## src/rtl/priority_encoder_32.sv

```systemverilog
// Sticky request collector with fixed-priority encode and valid/ready offer.
// Requests latch into pending bits; the lowest-numbered pending, unmasked bit
// is offered as an index and retired when the consumer accepts it.
module priority_encoder_32 #(
  parameter int N = 32,
  parameter int W = 5
) (
  input  logic         clock,
  input  logic         reset_n,
  input  logic [N-1:0] req,
  input  logic [N-1:0] clr,
  input  logic [N-1:0] mask,
  output logic [W-1:0] out_index,
  output logic         out_valid,
  input  logic         out_ready,
  output logic [N-1:0] pending
);

  logic [N-1:0] pending_q, pending_d;
  logic [W-1:0] index_q, index_d;
  logic         valid_q, valid_d;

  logic         fire;
  logic         load;
  logic [N-1:0] ack;
  logic [N-1:0] cand;

  // Lowest set bit position of vec, zero when vec is empty.
  function automatic logic [W-1:0] lowest_index(input logic [N-1:0] vec);
    logic [W-1:0] idx;
    idx = '0;
    for (int i = N - 1; i >= 0; i--) begin
      if (vec[i]) idx = W'(i);
    end
    return idx;
  endfunction

  // Handshake terms, candidate set and next-state for pending and the offer.
  always_comb begin
    fire      = valid_q & out_ready;
    ack       = fire ? (N'(1) << index_q) : '0;
    cand      = pending_q & mask & ~ack;
    load      = ~valid_q | fire;
    // A same-cycle set wins over both the acceptance and an explicit clear.
    pending_d = (pending_q & ~ack & ~clr) | req;
    valid_d   = valid_q;
    index_d   = index_q;
    if (load) begin
      valid_d = |cand;
      index_d = lowest_index(cand);
    end
  end

  // State registers; reset drops any offer in flight without retiring it.
  always_ff @(posedge clock) begin
    if (!reset_n) begin
      pending_q <= '0;
      valid_q   <= 1'b0;
      index_q   <= '0;
    end else begin
      pending_q <= pending_d;
      valid_q   <= valid_d;
      index_q   <= index_d;
    end
  end

  assign out_index = index_q;
  assign out_valid = valid_q;
  assign pending   = pending_q;

endmodule

```

## config.mk

```make
export PLATFORM = sky130hd
export DESIGN_NAME = priority_encoder_32
export DESIGN_NICKNAME = d
export VERILOG_FILES = /design/src/rtl/priority_encoder_32.sv
export SDC_FILE = /design/constraint.sdc
export NUM_CORES = 1
export LEC_CHECK = 0
export BUFFER_PORTS_ARGS = -buffer_cell sky130_fd_sc_hd__buf_2
export CORE_ASPECT_RATIO = 0.9
export CORE_MARGIN = 2
export CORE_UTILIZATION = 42
export CTS_BUF_LIST = sky130_fd_sc_hd__clkbuf_8
export CTS_CLUSTER_DIAMETER = 100
export CTS_CLUSTER_SIZE = 8
export DETAILED_ROUTE_END_ITERATION = 8
export PLACE_DENSITY = 0.87
export SLEW_MARGIN = 5
export SYNTH_ARGS = -nofsm -noshare
export SYNTH_HDL_FRONTEND = slang
export SYNTH_SLANG_ARGS = --single-unit
```

## constraint.sdc

```tcl
create_clock -name clock -period 1.92 [get_ports clock]
set_input_delay 0.192 -clock clock [delete_from_list [all_inputs] [get_ports clock]]
set_output_delay 0.192 -clock clock [all_outputs]
set_load 0.03 [all_outputs]
```

==> run_results.csv, run 1 <==
group,metric,value,unit
global_routing,gr-total-overflow,0,
detailed_routing,first_pass_iters,6,
synth,synth_fa_ha_area_frac,0,
setup_path,cp-start-kind,"register",
timing,slew_viol_final,0,
floorplan,num_io_pins,137,
detailed_routing,first_iter_violations,362,
global_routing,grt_start_max_net_pins,26,
finish,fill_cells,457,
synth,synth-edff-count,0,
synth,synth_fp_nets,424,
setup_path,worst-setup-path-type,"register to register",
detailed_routing,wl_per_cell,17.7,um
outcome,outcome,"complete, but fails checks",
cts,clk_pin_slew,0.09,ns
timing,whs,0.0885,ns
cts,clock-sinks,38,
cts,htree_num_levels,2,
detailed_routing,ant_nets,0,
worst_hold_path,hold_class,"input pin to register",
timing,finalCritPeriodShare,1.07,
floorplan,start_util,0.442,
detailed_routing,vias,3468,
timing,grt_setup_unrepaired,"yes",
global_routing,grt_usage,0.299,
synth,synth-compound-area-share,0.364,
timing,fin_setup_tns,-0.275,ns
placement,routabilityCongestion,0.962,
setup_path,worst-path-max-fanout,6,
synth,netlist_instances,325,
setup_path,required,2.10,ns
placement,dpl.hpwl,8.04,mm
synth,synth_warnings,0,
finish,area_growth,60.1,%
pwr,p_leak,1.91,nW
global_routing,antenna_found_initial,0,
finish,final_cell_area,4100,um2
cts,cts_buffers,5,
finish,num-nets-final,614,
synth,synth_seq_area_share,0.297,
floorplan,die_area,6740,um2
synth,synthDistinctLibCells,57,
cts,clock_latency,0.30,ns
synth,ys.flop_type,"dfxtp_1",
setup_path,cpPeakStageDelay,0.40,ns
cts,clockBufferDepth,2,
floorplan,row_count,26,
pwr,ir_drop,0.570,mV
timing,final-setup-viol-count,3,
timing,worst_slew_margin_rel,0.690,
setup_path,cp_slowest_cell,"a31oi_1",
cts,cts_tree,"yes",
placement,dpl_cell_area,3740,um2
timing,min_period,2.06,ns
floorplan,die_x,86.3,um
setup_path,end_kind,"register",
finish,layout_common_cells,"buf_2, buf_4, nand2_1",
finish,drive_gt1_frac,0.490,
detailed_routing,routed_via_density,5.92,
finish,layout_commonest_cell,"buf_2",
synth,async_flop_share,0,
synth,synth-seq-cells,38,
finish,antennaDiodeCount,0,
outcome,failed_checks,"setup timing",
timing,fmax,485,MHz
synth,syn_area_per_cell,7.88,um2
synth,synth_top_family_by_area,"compound AO/OA/AOI/OAI gates",
floorplan,die_y,78.1,um
setup_path,crit_path_cell_trace,"buf_12 -> and2_2 -> buf_4 -> a31oi_1 -> buf_4 -> o2111ai_1 -> a32oi_1 -> o21ai_1",
detailed_routing,wirelength,10.4,mm
detailed_routing,drc,0,
floorplan,core-area,5790,um2
finish,post-route-util,0.708,
setup_path,arrival,2.25,ns
synth,syn_area,2560,um2
timing,hold_viol,0,
synth,synth-xor-area-share,0,
global_routing,first_global_vias,3251,
pwr,power_density,672,nW/um2
setup_path,cpMostUsedCell,"buf_4",
global_routing,grt_pass1_wl,16.0,mm
placement,port_buffers,136,
timing,skew,0.00579,ns
synth,yosys.area_share.simple,0.299,
synth,synth.mux.area_fraction,0,
cts,clockRootBuffer,"clkbuf_8",
run,drv_cap,0,
timing,worstMarginPinSlew,0.462,ns
timing,setup_ws,-0.143,ns
[power breakdown]
part,internal [mW],switching (mW),total [mW]
sequential,0.847,0.0772,0.924
combinational,0.437,0.546,0.982
clock,0.521,0.328,0.849
[Yosys cell counts, types with 3 or more instances]
library cell | instances | area share
nor3b_1 | 12 | 0.035
nor2_1 | 31 | 0.045
nand3_1 | 13 | 0.025
nor3_1 | 6 | 0.012
dfxtp_1 | 38 | 0.30
o21a_1 | 32 | 0.094
o311ai_2 | 3 | 0.019
o211a_1 | 4 | 0.016
nand2b_1 | 9 | 0.022
a22oi_1 | 3 | 0.0088
a21oi_1 | 15 | 0.029
a21boi_0 | 4 | 0.012
nand4_1 | 4 | 0.0098
a31oi_1 | 8 | 0.020
nand2_1 | 42 | 0.062
clkbuf_1 | 6 | 0.0088
o311ai_1 | 4 | 0.014
a22o_1 | 5 | 0.017
o21ai_0 | 14 | 0.027
and2_1 | 3 | 0.0073
nor2b_1 | 8 | 0.020
buf_6 | 4 | 0.018
o2111ai_1 | 4 | 0.014
o211ai_1 | 3 | 0.0088
o21ai_1 | 3 | 0.0059
o31ai_1 | 5 | 0.015
buf_2 | 4 | 0.0078
[path summary, 6_finish.rpt]
path / from / end / slack, ns / depth (start not counted)
setup / recovery: out_index[1] / out_index[0] / -0.14 / 8
hold / removal: req[27] / pending[27] / 0.09 / 2
setup reg to reg: out_index[1] / out_index[0] / -0.14 / 8
hold reg to reg: out_index[4] / out_index[4] / 0.52 / 2
[kinds of logic after synthesis]
logic type      after synthesis
compound gates              124
simple gates                147
buf+inv                      16
flops                        38
[state kept, by name (all words and copies together), names as in the netlist]
| register | cells |
|---|---|
| out_valid | 1 |
| out_index | 5 |
| pending | 32 |
[final cells by class]
class	count	area [um2]	area share
Clock buffer	5	68.8	0.0168
Clock inverter	3	68.8	0.0168
Multi-Input combinational cell	271	1910	0.466
Sequential cell	38	783	0.191
Tap cell	70	87.6	0.0214
Timing Repair Buffer	199	1180	0.288
[stage by stage]
stage	setup slack, ns	power [mW]	instances
after floorplan	0.000756	1.42	325
after global placement	-0.0988	1.80	572
after detailed placement	-0.139	1.81	572
after CTS	-0.0266	2.69	581
after global routing	-0.175	2.87	586
final	-0.143	2.75	586
[worst max-delay path: cells and delay by family (launching register included)]
| kind | cells | cell delay (ns) |
|---|---|---|
| AO/OA/AOI/OAI | 4 | 0.88 |
| AND/OR/NAND/NOR | 1 | 0.22 |
| flip-flops | 1 | 0.37 |
| buffers and inverters | 3 | 0.48 |
[metal layers]
layer / global-route usage / vias to the layer above / wire (um)
met5: 0 / - / 0
met4: 0.0719 / 0 / 187
met3: 0.0705 / 31 / 1050
met2: 0.478 / 222 / 4760
met1: 0.407 / 1613 / 4370
li1: - / 1602 / -
[what timing repair did]
| action | in CTS | in global routing |
|---|---|---|
| gates resized for setup | 20 | 19 |
| endpoints found under the setup margin | 6 | 6 |
| hold buffers | 0 | 0 |
| buffers inserted | 1 | 5 |
| pin swaps | 5 | 7 |
No activity file was read; power rests on OpenSTA's default activity.
==> run 2: changes to the inputs <==
- BUFFER_PORTS_ARGS: -buffer_cell sky130_fd_sc_hd__buf_2 -> not set
- CORE_UTILIZATION: 42 -> 60
- DONT_BUFFER_PORTS: not set -> 1
==> run 2 against run 1 <==
Against the previous run:
- the run still ends with setup timing left
- die area is 29% lower
- clock power is 27% lower
- cell area is 15% lower
- global-route usage is 12 points higher
- largest cell class unchanged
- highest routed layer unchanged
==> run_results.csv, run 2 (synthesized netlist as in run 1, its figures left out) <==
group,metric,value,unit
timing,skew,0.00975,ns
placement,dpl_cell_area,3110,um2
setup_path,end_kind,"register",
timing,finalCritPeriodShare,1.13,
floorplan,start_util,0.624,
pwr,ir_drop,0.524,mV
finish,final_cell_area,3480,um2
floorplan,num_io_pins,137,
global_routing,grt_pass1_wl,15.2,mm
pwr,finalPower,2.48,mW
setup_path,required,2.12,ns
floorplan,die_x,72.9,um
finish,fill_cells,211,
timing,grt_setup_unrepaired,"yes",
timing,hold_viol,0,
setup_path,cpLargestDelayFamily,"simple AND/OR/NAND/NOR gates",
detailed_routing,first_iter_violations,691,
timing,final-setup-viol-count,6,
placement,routabilityCongestion,1.07,
outcome,failed_checks,"setup timing",
cts,clockRootBuffer,"clkbuf_8",
global_routing,first_global_vias,3218,
setup_path,cp-start-kind,"register",
timing,worst_slew_margin_rel,0.682,
setup_path,crit_path_cell_trace,"buf_4 -> nand2b_4 -> or3_4 -> o22ai_4 -> buf_6 -> nand3_2 -> nor2b_1 -> o21ai_1 -> a21boi_0",
setup_path,arrival,2.38,ns
setup_path,cpPeakStageDelay,0.40,ns
cts,cts_tree,"yes",
timing,setup_ws,-0.258,ns
cts,postCtsHoldBufs,0,
run,drv_cap,0,
cts,clockBufferDepth,2,
floorplan,die_area,4810,um2
finish,layout_common_cells,"buf_4, nand2_1, o21a_1, dfxtp_1, nor2_1",
global_routing,grt_usage,0.416,
finish,num-nets-final,496,
setup_path,path_buf_inv,2,
finish,layout.cells.non_filler,446,
cts,clk_pin_slew,0.09,ns
finish,layout_commonest_cell,"buf_4",
finish,largest_register_ffs,32,
timing,whs,0.000886,ns
finish,antennaDiodeCount,0,
floorplan,die_y,66.0,um
finish,seqCellArea,783,um2
cts,htree_num_levels,2,
finish,area_growth,35.7,%
detailed_routing,wl_per_cell,25.2,um
setup_path,cp_slowest_cell,"dfxtp_4",
pwr,p_leak,1.42,nW
pwr,power_density,714,nW/um2
timing,slew_viol_final,0,
cts,cts_buffers,5,
detailed_routing,first_pass_iters,7,
global_routing,gr-total-overflow,0,
setup_path,worst-path-max-fanout,7,
timing,worstMarginPinSlew,0.474,ns
setup_path,worst-setup-path-type,"register to register",
placement,dpl.hpwl,6.92,mm
worst_hold_path,hold_class,"input pin to register",
detailed_routing,wirelength,11.2,mm
cts,clock_latency,0.31,ns
global_routing,grt_start_max_net_pins,41,
detailed_routing,drc,0,
placement,dp.cells,428,
finish,multi_input_area,1920,um2
cts,clock-sinks,38,
floorplan,row_count,22,
outcome,outcome,"complete, but fails checks",
timing,min_period,2.18,ns
finish,drive_gt1_frac,0.342,
global_routing,antenna_found_initial,0,
placement,port_buffers,0,
detailed_routing,vias,3397,
timing,fmax,459,MHz
detailed_routing,ant_nets,0,
detailed_routing,routed_via_density,7.62,
timing,fin_setup_tns,-1.16,ns
floorplan,core-area,4100,um2
-- run 2: cell types whose count changed in the layout (fill, tap and decap cells not counted), moves of 2 or more --
cell and delta:
nor2_2 -2, buf_12 -2, o311ai_4 -2, bufinv_16 -2
buf_4 +18, buf_2 -136, o311ai_1 +2
-- run 2: repair_timing --
action | CTS | global route
pin swaps | 6 | 12
gates resized for setup | 25 | 20
setup endpoints to repair | 6 | 6
buffers inserted | 4 | 6
-- run 2: path summary, 6_finish.rpt --
kind	from	endpoint	slack (ns)	depth (start not counted)
max	out_index[1]	out_index[3]	-0.26	9
max reg2reg	out_index[1]	out_index[3]	-0.26	9
min	req[0]	pending[0]	0.0009	1
min reg2reg	out_index[4]	out_index[4]	0.58	2
-- run 2: cell type report --
| class | count | area share |
|---|---|---|
| Clock inverter | 2 | 0.00324 |
| Multi-Input combinational cell | 271 | 0.551 |
| Tap cell | 48 | 0.0173 |
| Timing Repair Buffer | 81 | 0.179 |
| Sequential cell | 38 | 0.225 |
| Clock buffer | 6 | 0.0238 |
-- run 2: through the flow --
step,setup WS [ns],util
after global routing,-0.277,0.847
after detailed placement,-0.151,0.758
after global placement,-0.0496,0.758
after CTS,-0.0540,0.816
final,-0.258,0.847
after floorplan,0.000756,-
-- run 2: where the power goes --
group / total, mW / switching [mW] / internal [mW] / leakage [nW]
clock: 0.624 / 0.334 / 0.291 / 0.0515
sequential: 0.946 / 0.0995 / 0.847 / 0.321
combinational: 0.910 / 0.526 / 0.384 / 1.05
total: 2.48 / 0.959 / 1.52 / 1.42
-- run 2: layer usage --
metal | share of wire | global-route usage | up-vias
li1 | - | - | 1361
met1 | 0.34 | 0.480 | 1507
met2 | 0.42 | 0.619 | 398
met3 | 0.15 | 0.177 | 131
met4 | 0.086 | 0.278 | 0
met5 | 0 | 0.0494 | -
